<file path="src/rtl/tdm_demux_if.sv">
// Serial TDM link bundle: serial bit/valid/marker in, parallel lanes and status out.
// Latency: n/a (signal container only).
// Backpressure: none; the serial side is push-only and the receiver always accepts.
interface tdm_demux_if #(
    parameter int LANES = 4
);
    logic             din;
    logic             din_valid;
    logic             frame;
    logic [LANES-1:0] dout;
    logic [LANES-1:0] lane_strobe;
    logic             frame_done;
    logic             sync_err;
    logic             locked;

    // Serial source side: drives the wire, observes the demux results
    modport master (
        output din, din_valid, frame,
        input  dout, lane_strobe, frame_done, sync_err, locked
    );

    // Demux side: consumes the wire, produces lanes and status
    modport slave (
        input  din, din_valid, frame,
        output dout, lane_strobe, frame_done, sync_err, locked
    );
endinterface

</file>
<file path="src/rtl/tdm_demux.sv">
// Bit-serial TDM receiver: hunts for the frame marker, then steers each valid bit into its lane register.
// Latency: 1 clk from the input cycle to every output (all outputs registered).
// Backpressure: none; din_valid=0 cycles simply hold slot, state and lanes.
module tdm_demux #(
    parameter int LANES  = 4,
    parameter int SLOT_W = 2
) (
    input  logic        clk,
    input  logic        rst,
    tdm_demux_if.slave  link
);
    typedef enum logic {
        HUNT = 1'b0,
        RUN  = 1'b1
    } state_t;

    localparam logic [SLOT_W-1:0] SLOT_ONE  = SLOT_W'(1);
    localparam logic [SLOT_W-1:0] SLOT_LAST = SLOT_W'(LANES - 1);

    state_t            state_q, state_d;
    logic [SLOT_W-1:0] slot_q, slot_d;
    logic [LANES-1:0]  dout_q, dout_d;
    logic [LANES-1:0]  strobe_q, strobe_d;
    logic              done_q, done_d;
    logic              err_q, err_d;

    logic              slot_ok;
    logic [LANES-1:0]  slot_onehot;

    // Decode the current slot into a lane mask; slot values beyond the last lane decode to nothing
    always_comb begin
        slot_ok     = 1'b0;
        slot_onehot = '0;
        for (int i = 0; i < LANES; i++) begin
            if (slot_q == SLOT_W'(i)) begin
                slot_ok        = 1'b1;
                slot_onehot[i] = 1'b1;
            end
        end
    end

    // Next-state: marker hunting, lane steering, resync on early marker, drop lock on missing marker
    always_comb begin
        state_d  = state_q;
        slot_d   = slot_q;
        dout_d   = dout_q;
        strobe_d = '0;
        done_d   = 1'b0;
        err_d    = 1'b0;

        if (link.din_valid) begin
            case (state_q)
                HUNT: begin
                    // Bits before the first marker carry no slot position and are discarded
                    if (link.frame) begin
                        dout_d[0]   = link.din;
                        strobe_d[0] = 1'b1;
                        slot_d      = SLOT_ONE;
                        state_d     = RUN;
                    end
                end
                RUN: begin
                    if (!slot_ok) begin
                        // Corrupt slot counter: treat like a lost marker and re-hunt
                        err_d   = 1'b1;
                        slot_d  = '0;
                        state_d = HUNT;
                    end else if (link.frame) begin
                        // Marker always restarts at lane 0; off-boundary markers flag an error
                        err_d       = (slot_q != '0);
                        dout_d[0]   = link.din;
                        strobe_d[0] = 1'b1;
                        slot_d      = SLOT_ONE;
                    end else if (slot_q == '0) begin
                        // Frame boundary reached without a marker: lock is lost
                        err_d   = 1'b1;
                        slot_d  = '0;
                        state_d = HUNT;
                    end else begin
                        dout_d   = (dout_q & ~slot_onehot) | (link.din ? slot_onehot : '0);
                        strobe_d = slot_onehot;
                        if (slot_q == SLOT_LAST) begin
                            slot_d = '0;
                            done_d = 1'b1;
                        end else begin
                            slot_d = slot_q + SLOT_ONE;
                        end
                    end
                end
                default: begin
                    slot_d  = '0;
                    state_d = HUNT;
                end
            endcase
        end
    end

    // State and registered outputs, cleared asynchronously
    always_ff @(posedge clk or posedge rst) begin
        if (rst) begin
            state_q  <= HUNT;
            slot_q   <= '0;
            dout_q   <= '0;
            strobe_q <= '0;
            done_q   <= 1'b0;
            err_q    <= 1'b0;
        end else begin
            state_q  <= state_d;
            slot_q   <= slot_d;
            dout_q   <= dout_d;
            strobe_q <= strobe_d;
            done_q   <= done_d;
            err_q    <= err_d;
        end
    end

    assign link.dout        = dout_q;
    assign link.lane_strobe = strobe_q;
    assign link.frame_done  = done_q;
    assign link.sync_err    = err_q;
    assign link.locked      = (state_q == RUN);
endmodule

</file>
<file path="src/flat_wrapper.sv">
// flat-port wrapper written by rule: the top's interface ports become plain ports
module tdm_demux_flat 
#(
    parameter int LANES  = 4,
    parameter int SLOT_W = 2
)
  (clk, rst, link_din, link_din_valid, link_frame, link_dout, link_lane_strobe, link_frame_done, link_sync_err, link_locked);
  tdm_demux_if #(.LANES(LANES)) link_i ();
  input  logic clk;
  input  logic rst;
  input wire logic [$bits(link_i.din)-1:0] link_din;
  input wire logic [$bits(link_i.din_valid)-1:0] link_din_valid;
  input wire logic [$bits(link_i.frame)-1:0] link_frame;
  output wire logic [$bits(link_i.dout)-1:0] link_dout;
  output wire logic [$bits(link_i.lane_strobe)-1:0] link_lane_strobe;
  output wire logic [$bits(link_i.frame_done)-1:0] link_frame_done;
  output wire logic [$bits(link_i.sync_err)-1:0] link_sync_err;
  output wire logic [$bits(link_i.locked)-1:0] link_locked;
  assign link_i.din = link_din;
  assign link_i.din_valid = link_din_valid;
  assign link_i.frame = link_frame;
  assign link_dout = link_i.dout;
  assign link_lane_strobe = link_i.lane_strobe;
  assign link_frame_done = link_i.frame_done;
  assign link_sync_err = link_i.sync_err;
  assign link_locked = link_i.locked;
  tdm_demux #(.LANES(LANES), .SLOT_W(SLOT_W)) u_core (.clk(clk), .rst(rst), .link(link_i));
endmodule
</file>
<file path="config.mk">
export PLATFORM = sky130hd
export DESIGN_NAME = tdm_demux_flat
export DESIGN_NICKNAME = d
export VERILOG_FILES = /design/src/rtl/tdm_demux_if.sv /design/src/rtl/tdm_demux.sv /design/src/flat_wrapper.sv
export SDC_FILE = /design/constraint.sdc
export NUM_CORES = 1
export LEC_CHECK = 0
export CAP_MARGIN = 25
export CORE_MARGIN = 5
export CORE_UTILIZATION = 45
export CTS_CLUSTER_SIZE = 14
export DETAILED_ROUTE_END_ITERATION = 7
export DONT_BUFFER_PORTS = 1
export PLACE_DENSITY = 0.59
export SLEW_MARGIN = 15
export SYNTH_ARGS = -nofsm -noshare
export SYNTH_HDL_FRONTEND = slang
export SYNTH_SLANG_ARGS = --single-unit
</file>
<file path="constraint.sdc">
create_clock -name clk -period 3.4 [get_ports clk]
set_input_delay 0 -clock clk [delete_from_list [all_inputs] [get_ports clk]]
set_output_delay 0 -clock clk [all_outputs]
set_load 0.02 [all_outputs]
</file>
=== Word-level counts from Yosys, hierarchy flattened ===
Index checks and enable logic that the tools add are counted.

* Flip-flop bits (word level): 13
* Bits in latches: 0
* RAM bits: 0
* Bits in read-only memories: 0
* Input bits: 5
* Output and inout bits: 11
* Word-level logic and storage cells: 65
* Memories: 0

* $add $sub $neg: 1
* $mul: 0
* Divide/modulo/power cells: 0
* Magnitude comparators: 0
* Equality and inequality tests: 6
* Shift-type cells: 0
* Muxes and demuxes: 40
* Bitwise operators: 6
* Reduce and logical (&&, ||, !) cells: 5

{| class="wikitable"
|+ Operators by type and width
! kind !! number
|-
| $mux 1 || 25
|-
| $mux 4 || 4
|-
| $mux 2 || 5
|-
| $mux 3 || 2
|-
| $pmux 1 s2 || 3
|-
| $reduce_and 5->1 || 1
|-
| $and 4x4->4 || 1
|-
| $eq 2x2->1 const B || 2
|-
| $ne 2x2->1 const B || 2
|-
| $not 4->4 || 1
|-
| $or 4x4->4 || 1
|-
| $pmux 2 s2 || 1
|-
| $reduce_and 4->1 || 1
|-
| $ne 3x3->1 const B || 1
|-
| $not 1->1 || 3
|-
| $add 2x1->2 const B || 1
|-
| $eq 2x1->1 const B || 1
|-
| $logic_not 2->1 || 1
|-
| $reduce_and 2->1 || 1
|-
| $reduce_bool 2->1 || 1
|}

=== Longest topological paths before layout ===
Gate-level depths: netlist (run 1).

* Depth after elaboration: 9
* Mapped depth: 7
* Depth with buffers taken out: 7

=== Worst setup path before layout (run 1) ===
Ideal clock, no wire load.

* Path kind: register to register
* Start point: register u_core.slot_q[0]
* End point: register with a tool-made name
* Setup time: 0.128 ns
* Data arrival time: 1.421 ns
* Required time: 3.272 ns
* Setup slack: 1.851 ns
* Stages on the path, launching flop included: 8
* Buffers on the path: 0
* Period minus slack after synthesis: 1.549 ns
* Path through: dfrtp_1 -> inv_1 -> ha_1 -> inv_1 -> ha_1 -> and3_1 -> nand3_1 -> mux2_1

{| class="wikitable"
|+ RTL lines
! element !! line !! RTL
|-
| from (decl) || tdm_demux.sv:21 || <nowiki>logic [SLOT_W-1:0] slot_q, slot_d;</nowiki>
|-
| from (signal assigned) || tdm_demux.sv:109 || <nowiki>slot_q <= slot_d;</nowiki>
|}

==> impl_metrics.py, run 1 <==
metrics = {
    "status": {
        "outcome": "finished clean",
    },
    "finish": {
        "final_util": 0.532,
        "regArea_sq_um": 300,
        "fill_cells": 108,
        "insertedDiodeCount": 0,
        "multi_input_area_sq_um": 273,
        "nets": 75,
        "drive_gt1_frac": 0.100,
        "area_growth_pct": 14.0,
    },
    "worst_setup_path": {
        "worst-setup-path-type": "flip-flop to flip-flop",
        "cpLargestDelayFamily": "flip-flops",
        "crit_start": "u_core.slot_q[0]",
        "critical_path.startpoint_type": "flip-flop",
        "crit_buf_inv": 2,
        "cp.depth": 7,
        "worstRegToRegCells": 7,
        "crit_chain": "inv_1 > ha_1 > inv_1 > ha_1 > and3_1 > nand3_1 > mux2_1",
        "cpMaxStageDelayCell": "dfrtp_1",
        "cp_max_fo": 5,
        "worstPathRequired_ns": 3.54,
        "worstPathArrival_ns": 1.83,
        "r2r-start": "u_core.slot_q[0]",
        "slowest_delay_ns": 0.41,
        "end_kind": "flip-flop",
        "ff2ff_setup_slack_ns": 1.72,
    },
    "clocking": {
        "cts-resized-gates": 0,
        "cts.reportedPaths.clkPinSlew_ns": 0.07,
        "hold_buffers": 5,
        "postCtsSetupBuffers": 0,
        "insertion_delay_ns": 0.27,
        "cts.path.max_buffers": 2,
        "cts.htree.levels": 1,
        "cts_root_buf": "clkbuf_4",
        "cts_tree": "done",
        "cts_buffers": 3,
        "cts_sinks": 12,
    },
    "grt": {
        "grt_pass1_vias": 424,
        "grt_pass1_wl_mm": 1.68,
        "overflow": 0,
        "antenna_found_initial": 0,
        "track_usage": 0.111,
        "grt_max_degree": 13,
    },
    "sta": {
        "worst_slack_ns": 1.72,
        "hold_viol_final": 0,
        "tns_ns": 0,
        "rsz0062_at_grt": "no",
        "min_period_ns": 1.68,
        "worstMarginPinSlew_ns": 0.424,
        "drv_slew": 0,
        "setup_violations": 0,
        "finalCritPeriodShare": 0.495,
        "max_freq_ghz": 0.594,
        "fin_worst_skew_ns": 0.00530,
        "slew-limit-headroom": 0.717,
    },
    "synthesis": {
        "synth.yosys.warnings": 0,
        "syn-cell-area_sq_um": 599,
        "yosysMostFrequentCell": "dfrtp_1",
        "synth_area_leader_cell": "dfrtp_1",
        "synth_edf_count": 0,
        "ys.flop_type": "dfrtp_1",
        "synth_common_cells": "dfrtp_1, ha_1, inv_1",
        "yosysSeqAreaShare": 0.501,
        "synthCells": 53,
        "synth.top_cell.area_share": 0.501,
        "syn_area_per_cell_sq_um": 11.3,
        "synth_area_leaders": "dfrtp_1, ha_1, mux2_1",
        "synthArstFlopShare": 1.00,
        "synth-seq-cells": 12,
        "ys_types": 18,
        "synth_fp_nets": 66,
    },
    "pwr": {
        "ir_drop_mv": 0.378,
        "power_density_nw_per_um2": 764,
        "power_w": 0.000522,
        "p_leak_nw": 0.338,
    },
    "floorplanning": {
        "initial_utilization": 0.466,
        "die_y_microns": 46.5,
        "core_area_sq_um": 1280,
        "num_io_pins": 16,
        "die_area_sq_um": 2160,
        "die_w_microns": 46.5,
        "row_count": 13,
    },
    "worst_hold_path": {
        "holdPathEnd": "u_core.slot_q[0]",
        "holdPathStages": 2,
        "min_from": "link_frame",
        "hold_path_class": "input pin to flip-flop",
    },
    "detailed_routing": {
        "first_pass_iters": 4,
        "vias": 400,
        "via_per_inst": 5.33,
        "wl_per_cell_microns": 14.0,
        "drcViolationCount": 0,
        "drtAntennaViolNets": 0,
        "drt_iter0_drc": 4,
        "drt-total-wl_mm": 1.05,
    },
    "placement": {
        "port_buffers": 0,
        "routabilityCongestion": 0.765,
        "pre_cts_ws_ns": 1.73,
        "hpwl_microns": 814,
    },
    "run": {
        "maxCapViolCount": 0,
    },
}
-- cell type report --
class / instances / share of cell area
clock buffer: 3 / 0.0330
inverter: 5 / 0.0275
multi-input combinational: 35 / 0.399
sequential: 12 / 0.440
tap: 15 / 0.0275
timing repair buffer: 5 / 0.0733
-- worst max-delay path by stage --
stage           endpoint  slack [ns]
3_5_place_dp   flip-flop        1.73
3_3_place_gp   flip-flop        1.76
5_1_grt        flip-flop        1.59
6_report       flip-flop        1.72
4_1_cts        flip-flop        1.71
2_1_floorplan  flip-flop        1.85
-- per-layer routing --
layer,GRT usage,vias to the layer above,part of all wire
met2,0.181,15,0.49
met4,0.0739,0,0.038
met5,0,-,0
met3,0.0391,4,0.080
li1,-,194,-
met1,0.120,187,0.39
-- worst reg2reg max path, stage by stage (launching register included) --
cell     delay (ns)
dfrtp_1        0.41
inv_1          0.15
ha_1           0.16
inv_1          0.04
ha_1           0.16
and3_1         0.20
nand3_1        0.10
mux2_1         0.33
-- layout by cell type, fill, tap and decap left out, types with 2 or more instances in the layout --
cell           netlist  final
dlygate4sd3_1        0      5
nor3_1               2      2
mux2_2               2      2
inv_1                5      5
nand3_1              2      2
ha_1                 8      8
nor2_1               2      2
mux2_1               2      2
a21oi_1              3      3
a22o_1               2      2
clkbuf_4             0      3
and2_1               2      2
o21ai_0              2      2
dfrtp_1             12     12
nand2_1              4      4
-- cells by family after synthesis --
| kind of cell | count (synthesis) | share of synthesized area |
|---|---|---|
| mux | 4 | 0.0752 |
| simple gates | 15 | 0.127 |
| fa+ha+maj | 8 | 0.167 |
| buf+inv | 6 | 0.0438 |
| compound gates | 8 | 0.0856 |
| flops | 12 | 0.501 |
-- power by group --
| group | internal [W] | total (W) | leakage [nW] | switching, W |
|---|---|---|---|---|
| Clock | 0.0000409 | 0.0000832 | 0.0138 | 0.0000422 |
| Combinational | 0.0000736 | 0.000159 | 0.173 | 0.0000855 |
| Sequential | 0.000190 | 0.000280 | 0.152 | 0.0000895 |
| Total | 0.000305 | 0.000522 | 0.338 | 0.000217 |
-- per-stage QoR --
stage | instance area [sq um] | hold WS (ns) | instances
6_report | 683 | 0.0279 | 75
5_1_grt | 683 | 0.0431 | 75
4_1_cts | 683 | 0.0263 | 75
3_5_place_dp | 611 | -0.0887 | 67
3_3_place_gp | 611 | -0.0997 | 67
2_1_floorplan | 599 | -0.135 | 53
(Power assumes the default switching activity.)
==> run 2: changes to the inputs <==
- ABC_AREA: unset -> 1
- clock period: 3.4 -> 1.6 ns (I/O delays scaled with it)
==> run 2 against run 1 <==
Sequential power grew 89%. Critical path depth shrank 2. Global-route usage grew 1.7 points. Critical path type unchanged. Largest cell class unchanged.
==> impl_metrics.py, run 2 <==
metrics = {
    "grt": {
        "grt_max_degree": 13,
        "grt_pass1_vias": 456,
        "antenna_found_initial": 0,
        "overflow": 0,
        "grt_pass1_wl_mm": 1.94,
        "track_usage": 0.128,
    },
    "synthesis": {
        "yosysMostFrequentCell": "nand2_1",
        "ys_types": 16,
        "synth_top_family_by_area": "simple AND/OR/NAND/NOR gates",
        "synth_area_leader_cell": "dfrtp_1",
        "synth_fp_nets": 84,
        "synth.yosys.warnings": 0,
        "synth_fa_ha_area_frac": 0.157,
        "synthCells": 71,
        "synth_compound_area_frac": 0.0549,
        "syn_area_per_cell_sq_um": 8.99,
        "synth_xor_area_frac": 0,
        "synth-seq-cells": 12,
        "synth_edf_count": 0,
        "syn-cell-area_sq_um": 638,
        "ys.flop_type": "dfrtp_1",
        "synth-simple-area-share": 0.235,
        "synth_area_leaders": "dfrtp_1, ha_1, nand2_1",
        "yosysSeqAreaShare": 0.471,
        "synth_mux_area_frac": 0,
        "synth_common_cells": "nand2_1, dfrtp_1, inv_1",
        "synth.top_cell.area_share": 0.471,
        "synthArstFlopShare": 1.00,
    },
    "worst_hold_path": {
        "min_from": "link_frame",
        "holdPathEnd": "u_core.link.locked",
        "hold_path_class": "input pin to flip-flop",
        "holdPathStages": 4,
    },
    "run": {
        "maxCapViolCount": 0,
    },
    "clocking": {
        "cts_sinks": 12,
        "insertion_delay_ns": 0.27,
        "cts.path.max_buffers": 2,
        "cts_buffers": 3,
        "cts.reportedPaths.clkPinSlew_ns": 0.08,
        "cts_root_buf": "clkbuf_4",
        "cts_tree": "done",
        "cts.htree.levels": 1,
    },
    "status": {
        "outcome": "finished clean",
    },
    "sta": {
        "max_freq_ghz": 0.661,
        "min_period_ns": 1.51,
        "rsz0062_at_grt": "no",
        "hold_slack_ns": 0.0191,
        "finalCritPeriodShare": 0.946,
        "tns_ns": 0,
        "drv_slew": 0,
        "worstMarginPinSlew_ns": 0.445,
        "fin_worst_skew_ns": 0.00299,
        "slew-limit-headroom": 0.703,
        "setup_violations": 0,
        "hold_viol_final": 0,
    },
    "worst_setup_path": {
        "worst-setup-path-type": "flip-flop to flip-flop",
        "cp_max_fo": 4,
        "ff2ff_setup_slack_ns": 0.09,
        "critical_path.startpoint_type": "flip-flop",
        "crit_chain": "buf_4 > ha_2 > nand3_2 > nor3_2 > dlygate4sd3_1",
        "r2r-start": "u_core.slot_q[0]",
        "r2r-end": "u_core.link.frame_done",
        "slowest_delay_ns": 0.55,
        "cpMaxStageDelayCell": "dlygate4sd3_1",
        "worstRegToRegCells": 5,
        "end_kind": "flip-flop",
        "worstPathRequired_ns": 1.76,
        "worstPathArrival_ns": 1.68,
    },
    "detailed_routing": {
        "drt_iter0_drc": 10,
        "wl_per_cell_microns": 12.9,
        "drt-total-wl_mm": 1.23,
        "vias": 495,
        "first_pass_iters": 4,
        "via_per_inst": 5.21,
        "drtAntennaViolNets": 0,
        "drcViolationCount": 0,
    },
    "finish": {
        "multi_input_area_sq_um": 300,
        "mostFrequentLayoutCells": "nand2_1, inv_1, dfrtp_1",
        "regArea_sq_um": 300,
        "nets": 94,
        "drive_gt1_frac": 0.175,
        "area_growth_pct": 18.8,
        "design_area_sq_um": 758,
        "insertedDiodeCount": 0,
        "fill_cells": 114,
        "layout_commonest_cell": "nand2_1",
    },
    "floorplanning": {
        "die_y_microns": 47.7,
        "num_io_pins": 16,
        "core_area_sq_um": 1320,
        "row_count": 13,
        "initial_utilization": 0.484,
        "die_area_sq_um": 2270,
        "die_w_microns": 47.7,
    },
    "pwr": {
        "p_leak_nw": 0.397,
        "power_density_nw_per_um2": 1550,
        "ir_drop_mv": 0.750,
    },
    "placement": {
        "placed_area_sq_um": 657,
        "routabilityCongestion": 0.832,
        "hpwl_microns": 903,
        "port_buffers": 0,
    },
}
run 2: through the flow:
step / utilization / worst slack [ns] / power [W] / cells
floorplan: - / 0.279 / 0.000810 / 71
global placement: 0.499 / 0.243 / 0.000906 / 86
detailed placement: 0.499 / 0.186 / 0.000917 / 86
CTS: 0.564 / 0.0306 / 0.00117 / 95
global route: 0.575 / 0.00498 / 0.00127 / 95
finish: 0.575 / 0.0860 / 0.00117 / 95
run 2: repair_timing:
| item | in CTS | in global routing |
|---|---|---|
| hold buffers | 5 | 0 |
| buffers inserted | 0 | 0 |
| endpoints found under the setup margin | 0 | 1 |
| gates resized for setup | 0 | 4 |
| endpoints found under the hold margin | 23 | 0 |
run 2: logic make-up after synthesis:
kind of cell	Yosys count
AND/OR/NAND/NOR	32
buffers and inverters	13
flip-flops	12
adder cells (fa/ha/maj)	8
AO/OA/AOI/OAI	6
run 2: per-layer routing:
metal | part of all wire | vias up | wire, microns | global-route usage
met5 | 0 | - | 0 | 0
met4 | 0.042 | 0 | 52 | 0.0968
met3 | 0.073 | 9 | 90 | 0.0489
met2 | 0.46 | 18 | 560 | 0.193
met1 | 0.43 | 222 | 527 | 0.146
li1 | - | 246 | - | -
run 2: area by class of cell:
class | count | share of cell area
Clock buffer | 4 | 0.0479
Sequential cell | 12 | 0.396
Inverter | 12 | 0.0594
Tap cell | 15 | 0.0248
Timing Repair Buffer | 6 | 0.0759
Multi-Input combinational cell | 46 | 0.396
run 2: worst max path at each step:
stage	cells past startpoint	endpoint	from
after floorplan	9	flip-flop	u_core.slot_q[0]
after global placement	9	flip-flop	u_core.slot_q[1]
after detailed placement	9	flip-flop	u_core.slot_q[1]
after CTS	5	u_core.link.frame_done	u_core.slot_q[0]
after global routing	5	u_core.link.frame_done	u_core.slot_q[0]
final	5	u_core.link.frame_done	u_core.slot_q[0]
run 2: report_power, final:
part	leakage, nW	total [W]	internal [W]	switching [W]
sequential	0.157	0.000528	0.000387	0.000141
combinational	0.219	0.000403	0.000150	0.000254
clock	0.0210	0.000243	0.000138	0.000104
total	0.397	0.00117	0.000675	0.000499
run 2: worst max-delay path: cells and delay by family, from the launching register on:
kind                       cells  cell delay, ns
DFF                            1            0.38
and+or+nand+nor                2            0.12
buffers and inverters          2            0.70
adders and majority gates      1            0.21
